### config.mk
export PLATFORM = sky130hd
export DESIGN_NAME = wide_sort_pipe_flat
export DESIGN_NICKNAME = d
export VERILOG_FILES = /design/src/rtl/wide_sort_pipe_if.sv /design/src/rtl/wide_sort_pipe.sv /design/src/flat_wrapper.sv
export SDC_FILE = /design/constraint.sdc
export NUM_CORES = 1
export LEC_CHECK = 0
export CAP_MARGIN = 20
export CORE_MARGIN = 1
export CORE_UTILIZATION = 50
export CTS_CLUSTER_DIAMETER = 40
export DETAILED_ROUTE_END_ITERATION = 6
export PLACE_DENSITY = 0.71
export SKIP_CTS_REPAIR_TIMING = 1
export SLEW_MARGIN = 15
export SYNTH_ARGS = -nofsm -noshare
export SYNTH_HDL_FRONTEND = slang
export SYNTH_SLANG_ARGS = --single-unit
export TNS_END_PERCENT = 5
### constraint.sdc
create_clock -name Clk -period 4 [get_ports Clk]
set_input_delay 0.8 -clock Clk [delete_from_list [all_inputs] [get_ports Clk]]
set_output_delay 0.8 -clock Clk [all_outputs]
set_load 0.1 [all_outputs]
### src/rtl/wide_sort_pipe_if.sv
// Stream bundle for wide_sort_pipe: input vector handshake plus sorted output
// handshake. The slave modport is the sorter's view; master is the
// producer/consumer environment driving it.
//
// Handshake: a beat transfers on a rising Clk edge where valid && ready are
// both high. A producer holds valid and its payload until that edge.
// ready may depend combinationally on the other side's ready (InReady follows
// OutReady), never on the same side's valid.
interface wide_sort_pipe_if #(
    parameter int N = 4,
    parameter int M = 4
);
    localparam int IW = $clog2(M);

    logic                  InValid;
    logic                  InReady;
    logic                  Descend;
    logic [M-1:0][N-1:0]   X;
    logic                  OutValid;
    logic                  OutReady;
    logic [M-1:0][N-1:0]   Y;
    logic [M-1:0][IW-1:0]  YIdx;
    logic                  OutDescend;

    modport master (
        output InValid, Descend, X, OutReady,
        input  InReady, OutValid, Y, YIdx, OutDescend
    );

    modport slave (
        input  InValid, Descend, X, OutReady,
        output InReady, OutValid, Y, YIdx, OutDescend
    );
endinterface

### src/rtl/wide_sort_pipe.sv
// Pipelined stable argsort: M registered odd-even transposition layers.
// Each stage carries a valid bit, M keys, M original-lane tags and the
// sort direction. The whole pipe advances together whenever the output
// register is empty or being taken, so bubbles are not squeezed out.
module wide_sort_pipe #(
    parameter int N      = 4,
    parameter int M      = 4,
    parameter bit SIGNED = 1'b0
) (
    input  logic                   Clk,
    input  logic                   Reset,
    wide_sort_pipe_if.slave        strm,
    output logic [$clog2(M+1)-1:0] Occupancy
);
    localparam int IW = $clog2(M);
    localparam int OW = $clog2(M+1);

    typedef logic [M-1:0][N-1:0]  keys_t;
    typedef logic [M-1:0][IW-1:0] tags_t;

    // Stage registers: index k holds stage S(k+1); index M-1 is the output stage.
    keys_t        key_q [M];
    tags_t        idx_q [M];
    logic [M-1:0] vld_q;
    logic [M-1:0] desc_q;
    logic [OW-1:0] occ_q, occ_d;

    // Layer k reads src_* and produces the next contents of stage k.
    keys_t        src_key [M];
    tags_t        src_idx [M];
    logic [M-1:0] src_vld;
    logic [M-1:0] src_desc;
    keys_t        key_d [M];
    tags_t        idx_d [M];

    logic advance;
    logic accept;
    logic consume;

    // Strict "a > b" in the configured number format; keys are never widened.
    function automatic logic key_gt(input logic [N-1:0] a, input logic [N-1:0] b);
        logic r;
        if (SIGNED) r = $signed(a) > $signed(b);
        else        r = a > b;
        return r;
    endfunction

    // Equal keys swap only when the tags are out of order, which keeps the sort stable.
    function automatic logic need_swap(input logic [N-1:0] ka, input logic [N-1:0] kb,
                                       input logic [IW-1:0] ia, input logic [IW-1:0] ib,
                                       input logic desc);
        logic tie_swap;
        logic r;
        tie_swap = (ka == kb) && (ia > ib);
        if (desc) r = key_gt(kb, ka) || tie_swap;
        else      r = key_gt(ka, kb) || tie_swap;
        return r;
    endfunction

    // Whole-pipe flow control: move when the output stage is empty or being taken.
    assign advance       = !vld_q[M-1] || strm.OutReady;
    assign accept        = strm.InValid && advance;
    assign consume       = vld_q[M-1] && strm.OutReady;
    assign strm.InReady  = advance;

    assign strm.OutValid   = vld_q[M-1];
    assign strm.Y          = key_q[M-1];
    assign strm.YIdx       = idx_q[M-1];
    assign strm.OutDescend = desc_q[M-1];
    assign Occupancy       = occ_q;

    // Layer inputs: layer 0 sees the offered vector with fresh tags 0..M-1,
    // every later layer sees the previous stage's registers.
    always_comb begin
        src_key[0]  = strm.X;
        src_vld[0]  = strm.InValid;
        src_desc[0] = strm.Descend;
        for (int l = 0; l < M; l++) begin
            src_idx[0][l] = IW'(l);
        end
        for (int k = 1; k < M; k++) begin
            src_key[k]  = key_q[k-1];
            src_idx[k]  = idx_q[k-1];
            src_vld[k]  = vld_q[k-1];
            src_desc[k] = desc_q[k-1];
        end
    end

    // Compare-exchange layers: even layers pair (0,1),(2,3)..., odd layers (1,2),(3,4)...
    always_comb begin
        for (int k = 0; k < M; k++) begin
            key_d[k] = src_key[k];
            idx_d[k] = src_idx[k];
            for (int i = k % 2; i < M - 1; i += 2) begin
                if (need_swap(src_key[k][i], src_key[k][i+1],
                              src_idx[k][i], src_idx[k][i+1], src_desc[k])) begin
                    key_d[k][i]   = src_key[k][i+1];
                    key_d[k][i+1] = src_key[k][i];
                    idx_d[k][i]   = src_idx[k][i+1];
                    idx_d[k][i+1] = src_idx[k][i];
                end
            end
        end
    end

    // Occupancy tracks accepts minus consumes.
    always_comb begin
        occ_d = occ_q;
        if (accept && !consume) begin
            occ_d = occ_q + OW'(1);
        end else if (consume && !accept) begin
            occ_d = occ_q - OW'(1);
        end
    end

    // Pipeline registers: shift every stage together on advance, else hold.
    always_ff @(posedge Clk or negedge Reset) begin
        if (!Reset) begin
            for (int k = 0; k < M; k++) begin
                key_q[k] <= '0;
                idx_q[k] <= '0;
            end
            vld_q  <= '0;
            desc_q <= '0;
            occ_q  <= '0;
        end else begin
            occ_q <= occ_d;
            if (advance) begin
                for (int k = 0; k < M; k++) begin
                    key_q[k] <= key_d[k];
                    idx_q[k] <= idx_d[k];
                end
                vld_q  <= src_vld;
                desc_q <= src_desc;
            end
        end
    end
endmodule

### src/flat_wrapper.sv
// flat-port wrapper written by rule: the top's interface ports become plain ports
module wide_sort_pipe_flat 
#(
    parameter int N      = 4,
    parameter int M      = 4,
    parameter bit SIGNED = 1'b0
)
  (Clk, Reset, Occupancy, strm_InValid, strm_Descend, strm_X, strm_OutReady, strm_InReady, strm_OutValid, strm_Y, strm_YIdx, strm_OutDescend);
  wide_sort_pipe_if #(.N(N), .M(M)) strm_i ();
  input  logic Clk;
  input  logic Reset;
  output logic [$clog2(M+1)-1:0] Occupancy;
  input wire logic [$bits(strm_i.InValid)-1:0] strm_InValid;
  input wire logic [$bits(strm_i.Descend)-1:0] strm_Descend;
  input wire logic [$bits(strm_i.X)-1:0] strm_X;
  input wire logic [$bits(strm_i.OutReady)-1:0] strm_OutReady;
  output wire logic [$bits(strm_i.InReady)-1:0] strm_InReady;
  output wire logic [$bits(strm_i.OutValid)-1:0] strm_OutValid;
  output wire logic [$bits(strm_i.Y)-1:0] strm_Y;
  output wire logic [$bits(strm_i.YIdx)-1:0] strm_YIdx;
  output wire logic [$bits(strm_i.OutDescend)-1:0] strm_OutDescend;
  assign strm_i.InValid = strm_InValid;
  assign strm_i.Descend = strm_Descend;
  assign strm_i.X = strm_X;
  assign strm_i.OutReady = strm_OutReady;
  assign strm_InReady = strm_i.InReady;
  assign strm_OutValid = strm_i.OutValid;
  assign strm_Y = strm_i.Y;
  assign strm_YIdx = strm_i.YIdx;
  assign strm_OutDescend = strm_i.OutDescend;
  wide_sort_pipe #(.N(N), .M(M), .SIGNED(SIGNED)) u_core (.Clk(Clk), .Reset(Reset), .strm(strm_i), .Occupancy(Occupancy));
endmodule
Yosys cells after proc, flatten, opt, wreduce, memory -nomap -nowiden
Index checks and enable logic that the tools add are counted.
{"block": "op_classes", "muxes": 28, "n_reduce_logical": 21, "eq_ne": 4, "n_addsub": 2, "n_lt_le_gt_ge": 16}
{"cell": "> comparator 4 bit", "count": 12}
{"cell": "two-way mux 8 bit", "count": 6}
{"cell": "equality test 4 bit", "count": 4}
{"cell": "two-way mux 4 bit", "count": 4}
{"cell": "two-way mux 1 bit", "count": 14}
{"cell": "two-way mux 3 bit", "count": 4}
{"cell": "logical OR 1 bit", "count": 9}
{"cell": "> comparator 2 bit", "count": 4}
{"cell": "logical AND 1 bit", "count": 8}
{"cell": "adder 3 x 1 -> 3 bit (second input constant)", "count": 1}
{"cell": "zero test 1 bit", "count": 3}
{"cell": "subtractor 3 x 1 -> 3 bit (second input constant)", "count": 1}
{"cell": "nonzero test 2 bit", "count": 1}
{"block": "word_totals", "wordCells": 106, "register_bits": 107}

Depth between registers and ports, before layout
Gate-level depths: netlist of run 1.
{"block": "depth", "depth_word": 7, "mapped_depth": 10, "ltp_nobuf": 9}

Worst setup path before layout of run 1
No wires, ideal clock.
{"block": "synth_timing", "kind": "register to output", "from": "reg u_core.vld_q[3]", "to": "out strm_InReady", "stages_incl_launch_ff": 5, "path_slack_ns": 0.767, "arrival_time_ns": 2.433, "required_time_ns": 3.200, "cell_sequence": "dfrtp_1 -> nor2b_1 -> inv_1 -> clkbuf_1 -> clkbuf_1"}
{"block": "synth_via", "elab_chain_cells": 2}
{"element": "start: declaration", "line": "wide_sort_pipe.sv:24", "rtl": "logic [M-1:0] vld_q;"}
{"element": "start signal: assignment", "line": "wide_sort_pipe.sv:133", "rtl": "vld_q <= src_vld;"}
{"element": "zero test 1 bit", "line": "wide_sort_pipe.sv:61", "rtl": "assign advance = !vld_q[M-1] || strm.OutReady;"}
{"element": "logical OR 1 bit", "line": "wide_sort_pipe.sv:61"}
{"element": "end: declaration", "line": "flat_wrapper.sv:17", "rtl": "output wire logic [$bits(strm_i.InReady)-1:0] strm_InReady;"}
Every way passes these cells.

Worst setup path after layout of run 1
{"block": "layout_timing", "from": "in strm_OutReady", "to": "out strm_InReady"}
{"block": "layout_via", "elab_chain_cells": 1}
{"element": "start: declaration", "line": "flat_wrapper.sv:16", "rtl": "input wire logic [$bits(strm_i.OutReady)-1:0] strm_OutReady;"}
{"element": "logical OR 1 bit", "line": "wide_sort_pipe.sv:61"}
Every way passes these cells.

==> impl_metrics.env, run 1 <==
export IMPL_route_detailed_drc=0
export IMPL_outcome="finished, final reports clean"
export IMPL_finalHoldViolCount=0
export IMPL_diodes=0
export IMPL_syn_inst=610
export IMPL_synthArstFlopShare_pct=100.0
export IMPL_root_buffer="clkbuf_8"
export IMPL_finalClockSkew_ns=0.01642
export IMPL_setup_worst_path_start_class="primary input"
export IMPL_post_drt_wl_per_cell_um=15.97
export IMPL_cp_max_fo=34
export IMPL_die_h_um=107.5
export IMPL_synth_area_um2=5567
export IMPL_setup_viol=0
export IMPL_synth_nets=663
export IMPL_synth_top_cell_by_area="dfrtp_1"
export IMPL_rr_worst_depth=7
export IMPL_path_clk_slew_ns=0.09
export IMPL_final_common_cell="nand2_1"
export IMPL_layout_common_cells="nand2_1, dfrtp_1, o211ai_1, clkdlybuf4s50_1, nand4_1"
export IMPL_clk_latency_ns=0.36
export IMPL_setup_tns_ns=0
export IMPL_ys_warnings_count=0
export IMPL_vias_per_cell=5.868
export IMPL_timing_fmax_mhz=347.9
export IMPL_hold_class="flop to flop"
export IMPL_maxCapViolCount=0
export IMPL_fp_dieW_um=107.5
export IMPL_drt_initial_drc_count=186
export IMPL_hpwlAfterDp_um=8707
export IMPL_grt_max_degree=87
export IMPL_overflow=0
export IMPL_grt_antenna_before_repair=0
export IMPL_io_buffers=50
export IMPL_syn_to_final_growth_pct=11.76
export IMPL_clk_path_buf_depth=2
export IMPL_drive_gt1_share_pct=4.523
export IMPL_h_tree_depth=3
export IMPL_nNetsFinal=667
export IMPL_synth_edf_count=0
export IMPL_drv_slew=0
export IMPL_path_class="primary input to primary output"
export IMPL_crit_arrival_ns=2.07
export IMPL_rr_endpoint="u_core.Occupancy[1]"
export IMPL_finalCritPeriodShare_pct=71.86
export IMPL_via_count=4454
export IMPL_initial_core_util_pct=51.35
export IMPL_cts_inserted_buffers=9
export IMPL_synthDistinctLibCells=40
export IMPL_cts_tree="done"
export IMPL_synth_avg_cell_area_um2=9.126
export IMPL_ant_nets=0
export IMPL_die_area_um2=11560
export IMPL_grt_setup_unrepaired="no"
export IMPL_grt_first_pass_wirelength_um=20330
export IMPL_tightest_slew_ns=0.9785
export IMPL_cts_sinks=103
export IMPL_drt_pass1_iterations=5
export IMPL_critical_path_startpoint="strm_OutReady"
export IMPL_io_pins=51
export IMPL_yosys_area_top_type_share_pct=46.30
export IMPL_fillCellCount=1012
export IMPL_wl_um=12120
export IMPL_core_area_um2=10840
export IMPL_synthFlopType="dfrtp_1"
export IMPL_setup_worst_path_end="strm_InReady"
export IMPL_synth_seq_area_share_pct=46.30
export IMPL_rows=38
export IMPL_end_kind="primary output"
export IMPL_finalCriticalPeriod_ns=2.874
export IMPL_regToRegSetupSlack_ns=1.66
export IMPL_ys_seq_elements=103
export IMPL_rr_startpoint="u_core.vld_q[3]"
export IMPL_grt_pass1_vias=4135
export IMPL_critPathRequiredTime_ns=3.20
export IMPL_synth_area_leaders="dfrtp_1, nand2_1, o211ai_1"
export IMPL_slew_limit_headroom_pct=34.56
export IMPL_gp_congestion=0.9161
export IMPL_track_usage_pct=22.43
## layer usage
layer / vias up / GRT usage, % / share of wire [%]
li1: 2168 / - / -
met1: 2130 / 30.88 / 45
met4: 0 / 5.871 / 1.9
met3: 19 / 4.600 / 4.8
met5: - / 0 / 0
met2: 137 / 36.08 / 48
## logic make-up (layout without fill, tap and decap cells)
| family | Yosys count | count (layout) | share of synthesized area (%) |
|---|---|---|---|
| AND/OR/NAND/NOR | 231 | 231 | 19.40 |
| AO/OA/AOI/OAI | 145 | 145 | 18.05 |
| flip-flops | 103 | 103 | 46.30 |
| buffers and inverters | 95 | 104 | 8.249 |
| adder cells (fa/ha/maj) | 32 | 32 | 7.327 |
| XOR/XNOR | 3 | 3 | 0.4721 |
| multiplexers | 1 | 1 | 0.2023 |
## worst max-delay path, cell delays in order
cell             delay (ns)
clkdlybuf4s50_1        0.46
nor2b_4                0.14
clkinv_2               0.35
buf_12                 0.32
## state kept, by name, summed over array words and instances (netlist names)
| register | flops |
|---|---|
| u_core.key_q | 32 |
| u_core.idx_d | 7 |
| u_core.vld_q | 4 |
| u_core.desc_q | 4 |
| u_core.idx_q | 13 |
| u_core.key_d | 16 |
| u_core.Occupancy | 3 |
| u_core.strm.YIdx | 8 |
| u_core.strm.Y | 16 |
## worst min-delay path by stage
stage	start	slack, ns	to	depth (start not counted)
6_report	u_core.strm.Y[0]	0.48	u_core.strm.Y[0]	2
5_1_grt	u_core.strm.Y[0]	0.50	u_core.strm.Y[0]	2
4_1_cts	u_core.vld_q[1]	0.48	u_core.vld_q[1]	2
3_5_place_dp	u_core.vld_q[1]	0.46	u_core.vld_q[1]	2
3_3_place_gp	u_core.vld_q[2]	0.44	u_core.vld_q[2]	2
2_1_floorplan	u_core.vld_q[2]	0.43	u_core.vld_q[2]	2
## metrics by stage
stage	instance area [µm²]	utilization (%)	instances	setup WS (ns)	hold WS (ns)
floorplan	5567	-	610	0.7667	0.4300
detailed placement	5961	54.99	743	0.8067	0.4561
CTS	6221	57.39	759	1.126	0.4776
global route	6221	57.39	759	1.024	0.5006
global placement	5961	54.99	743	0.8698	0.4408
finish	6221	57.39	759	1.126	0.4751
## cells in the mapped netlist (2+ instances only)
| cell | number |
|---|---|
| a21o_1 | 8 |
| a21oi_1 | 17 |
| a221o_1 | 8 |
| a22oi_1 | 5 |
| a2bb2oi_1 | 2 |
| a31oi_1 | 11 |
| and2_1 | 8 |
| and3_1 | 2 |
| buf_2 | 4 |
| buf_4 | 24 |
| clkbuf_1 | 33 |
| dfrtp_1 | 103 |
| ha_1 | 31 |
| inv_1 | 33 |
| nand2_1 | 124 |
| nand2b_1 | 2 |
| nand3_1 | 29 |
| nand4_1 | 42 |
| nor2_1 | 10 |
| nor2b_1 | 11 |
| o211ai_1 | 54 |
| o21a_1 | 2 |
| o21ai_0 | 25 |
| o221ai_1 | 4 |
| o2bb2ai_1 | 2 |
| xor2_1 | 2 |
## final cells by class
type	instances	area (µm²)	share of cell area, %
Timing Repair Buffer	55	545.5	8.769
Clock buffer	10	127.6	2.051
Multi-Input combinational cell	412	2537	40.79
Tap cell	140	175.2	2.816
Sequential cell	103	2577	41.43
Inverter	33	125.1	2.011
Clock inverter	6	132.6	2.132
Power of run 1 is left out: the tool's default activity adds up to more than one toggle a clock period on the data nets, which glitch-free logic cannot reach.
==> inputs of run 2 (changes only) <==
clock period = 3 ns   (was 4 ns; I/O delays follow)
==> run 2 against run 1 <==
Critical path depth rose by 1. Via count fell by 0.13%. Global-route usage rose by 0.33 points. Clock skew barely moved. Critical path type unchanged. Highest routed layer unchanged.
==> impl_metrics.env, run 2 (synthesis results as in run 1) <==
export IMPL_path_class="primary input to primary output"
export IMPL_setup_viol=0
export IMPL_nNetsFinal=668
export IMPL_drt_pass1_iterations=4
export IMPL_cp_top_family="buffers and inverters"
export IMPL_cts_tree="done"
export IMPL_finalCritPeriodShare_pct=83.55
export IMPL_h_tree_depth=3
export IMPL_slowest_stage="clkdlybuf4s50_1"
export IMPL_fillCellCount=1021
export IMPL_largest_reg_flops=32
export IMPL_max_stage_delay_ns=0.52
export IMPL_critPathRequiredTime_ns=2.40
export IMPL_die_area_um2=11560
export IMPL_root_buffer="clkbuf_8"
export IMPL_track_usage_pct=22.76
export IMPL_grt_first_pass_wirelength_um=20640
export IMPL_gp_congestion=0.8856
export IMPL_die_h_um=107.5
export IMPL_cp_max_fo=137
export IMPL_final_common_cell="nand2_1"
export IMPL_rows=38
export IMPL_io_pins=51
export IMPL_multi_input_area_um2=2537
export IMPL_maxCapViolCount=0
export IMPL_overflow=0
export IMPL_layout_common_cells="nand2_1, dfrtp_1, o211ai_1, nand4_1, buf_4"
export IMPL_drive_gt1_share_pct=9.355
export IMPL_diodes=0
export IMPL_path_clk_slew_ns=0.11
export IMPL_finalClockSkew_ns=0.01599
export IMPL_end_kind="primary output"
export IMPL_hold_class="primary input to async pin"
export IMPL_io_buffers=50
export IMPL_ff_latch_area_um2=2577
export IMPL_grt_pass1_vias=4204
export IMPL_setup_tns_ns=0
export IMPL_ant_nets=0
export IMPL_drv_slew=0
export IMPL_crit_arrival_ns=1.91
export IMPL_tightest_slew_ns=0.8734
export IMPL_post_drt_wl_per_cell_um=16.08
export IMPL_vias_per_cell=5.853
export IMPL_cts_sinks=103
export IMPL_grt_antenna_before_repair=0
export IMPL_initial_core_util_pct=51.35
export IMPL_core_area_um2=10840
export IMPL_clk_path_buf_depth=2
export IMPL_route_detailed_drc=0
export IMPL_fp_dieW_um=107.5
export IMPL_finalHoldViolCount=0
export IMPL_clk_latency_ns=0.37
export IMPL_max_flop_register="u_core.key_q"
export IMPL_cp_num_buf_inv=4
export IMPL_timing_fmax_mhz=399.0
export IMPL_setup_worst_path_start_class="primary input"
export IMPL_cts_inserted_buffers=9
export IMPL_outcome="finished, final reports clean"
export IMPL_hpwlAfterDp_um=8801
export IMPL_wl_um=12220
export IMPL_finalCriticalPeriod_ns=2.506
export IMPL_critPathMostFrequentCell="buf_12"
export IMPL_syn_to_final_growth_pct=10.18
export IMPL_drt_initial_drc_count=221
export IMPL_grt_max_degree=138
export IMPL_via_count=4448
export IMPL_path_cells="clkdlybuf4s50_1 -> nor2b_4 -> clkinv_2 -> buf_12 -> buf_12"
export IMPL_slew_limit_headroom_pct=41.78
export IMPL_grt_setup_unrepaired="no"
==> run 2: cell types whose count changed in the layout (fill, tap and decap cells not counted) <==
cell,previous run,this run
bufinv_16,4,2
buf_4,6,34
clkinv_2,2,3
clkdlybuf4s50_1,48,19
clkinvlp_4,1,2
buf_12,1,3
==> run 2: area by class of cell <==
| class | instances | area share (%) |
|---|---|---|
| timing repair buffer | 56 | 8.242 |
| inverter | 33 | 2.040 |
| tap | 140 | 2.856 |
| multi-input combinational | 412 | 41.37 |
| clock inverter | 6 | 1.387 |
| sequential | 103 | 42.02 |
| clock buffer | 10 | 2.081 |
==> run 2: layer usage <==
metal,GRT usage [%],routed length (µm)
met5,0,0
met4,8.708,269
met3,3.814,483
met2,36.58,5839
met1,30.74,5631
==> run 2: path summary, 6_finish.rpt <==
check,startpoint,slack [ns],cells past startpoint,end
max,strm_OutReady,0.49,5,strm_InReady
min,Reset,0.12,1,u_core.strm.Y[2]
max reg2reg,u_core.key_q[41],0.79,7,u_core.key_q[24]
min reg2reg,u_core.key_d[15],0.47,2,u_core.strm.Y[15]
max in group asynchronous,Reset,2.14,2,u_core.idx_q[22]
min in group Clk,u_core.key_d[15],0.47,2,u_core.strm.Y[15]
==> run 2: stage by stage <==
stage,std cells,area (µm²),worst slack (ns),utilization (%),hold WS [ns]
final,760,6133,0.4936,56.58,0.1221
after global routing,760,6133,0.3994,56.58,0.1238
after CTS,760,6133,0.4678,56.58,0.1206
after detailed placement,744,5921,0.2512,54.62,0.4545
after global placement,744,5921,0.3441,54.62,0.4459
after floorplan,610,5568,0.2612,-,0.3044
Power of run 2 is left out for the same reason.
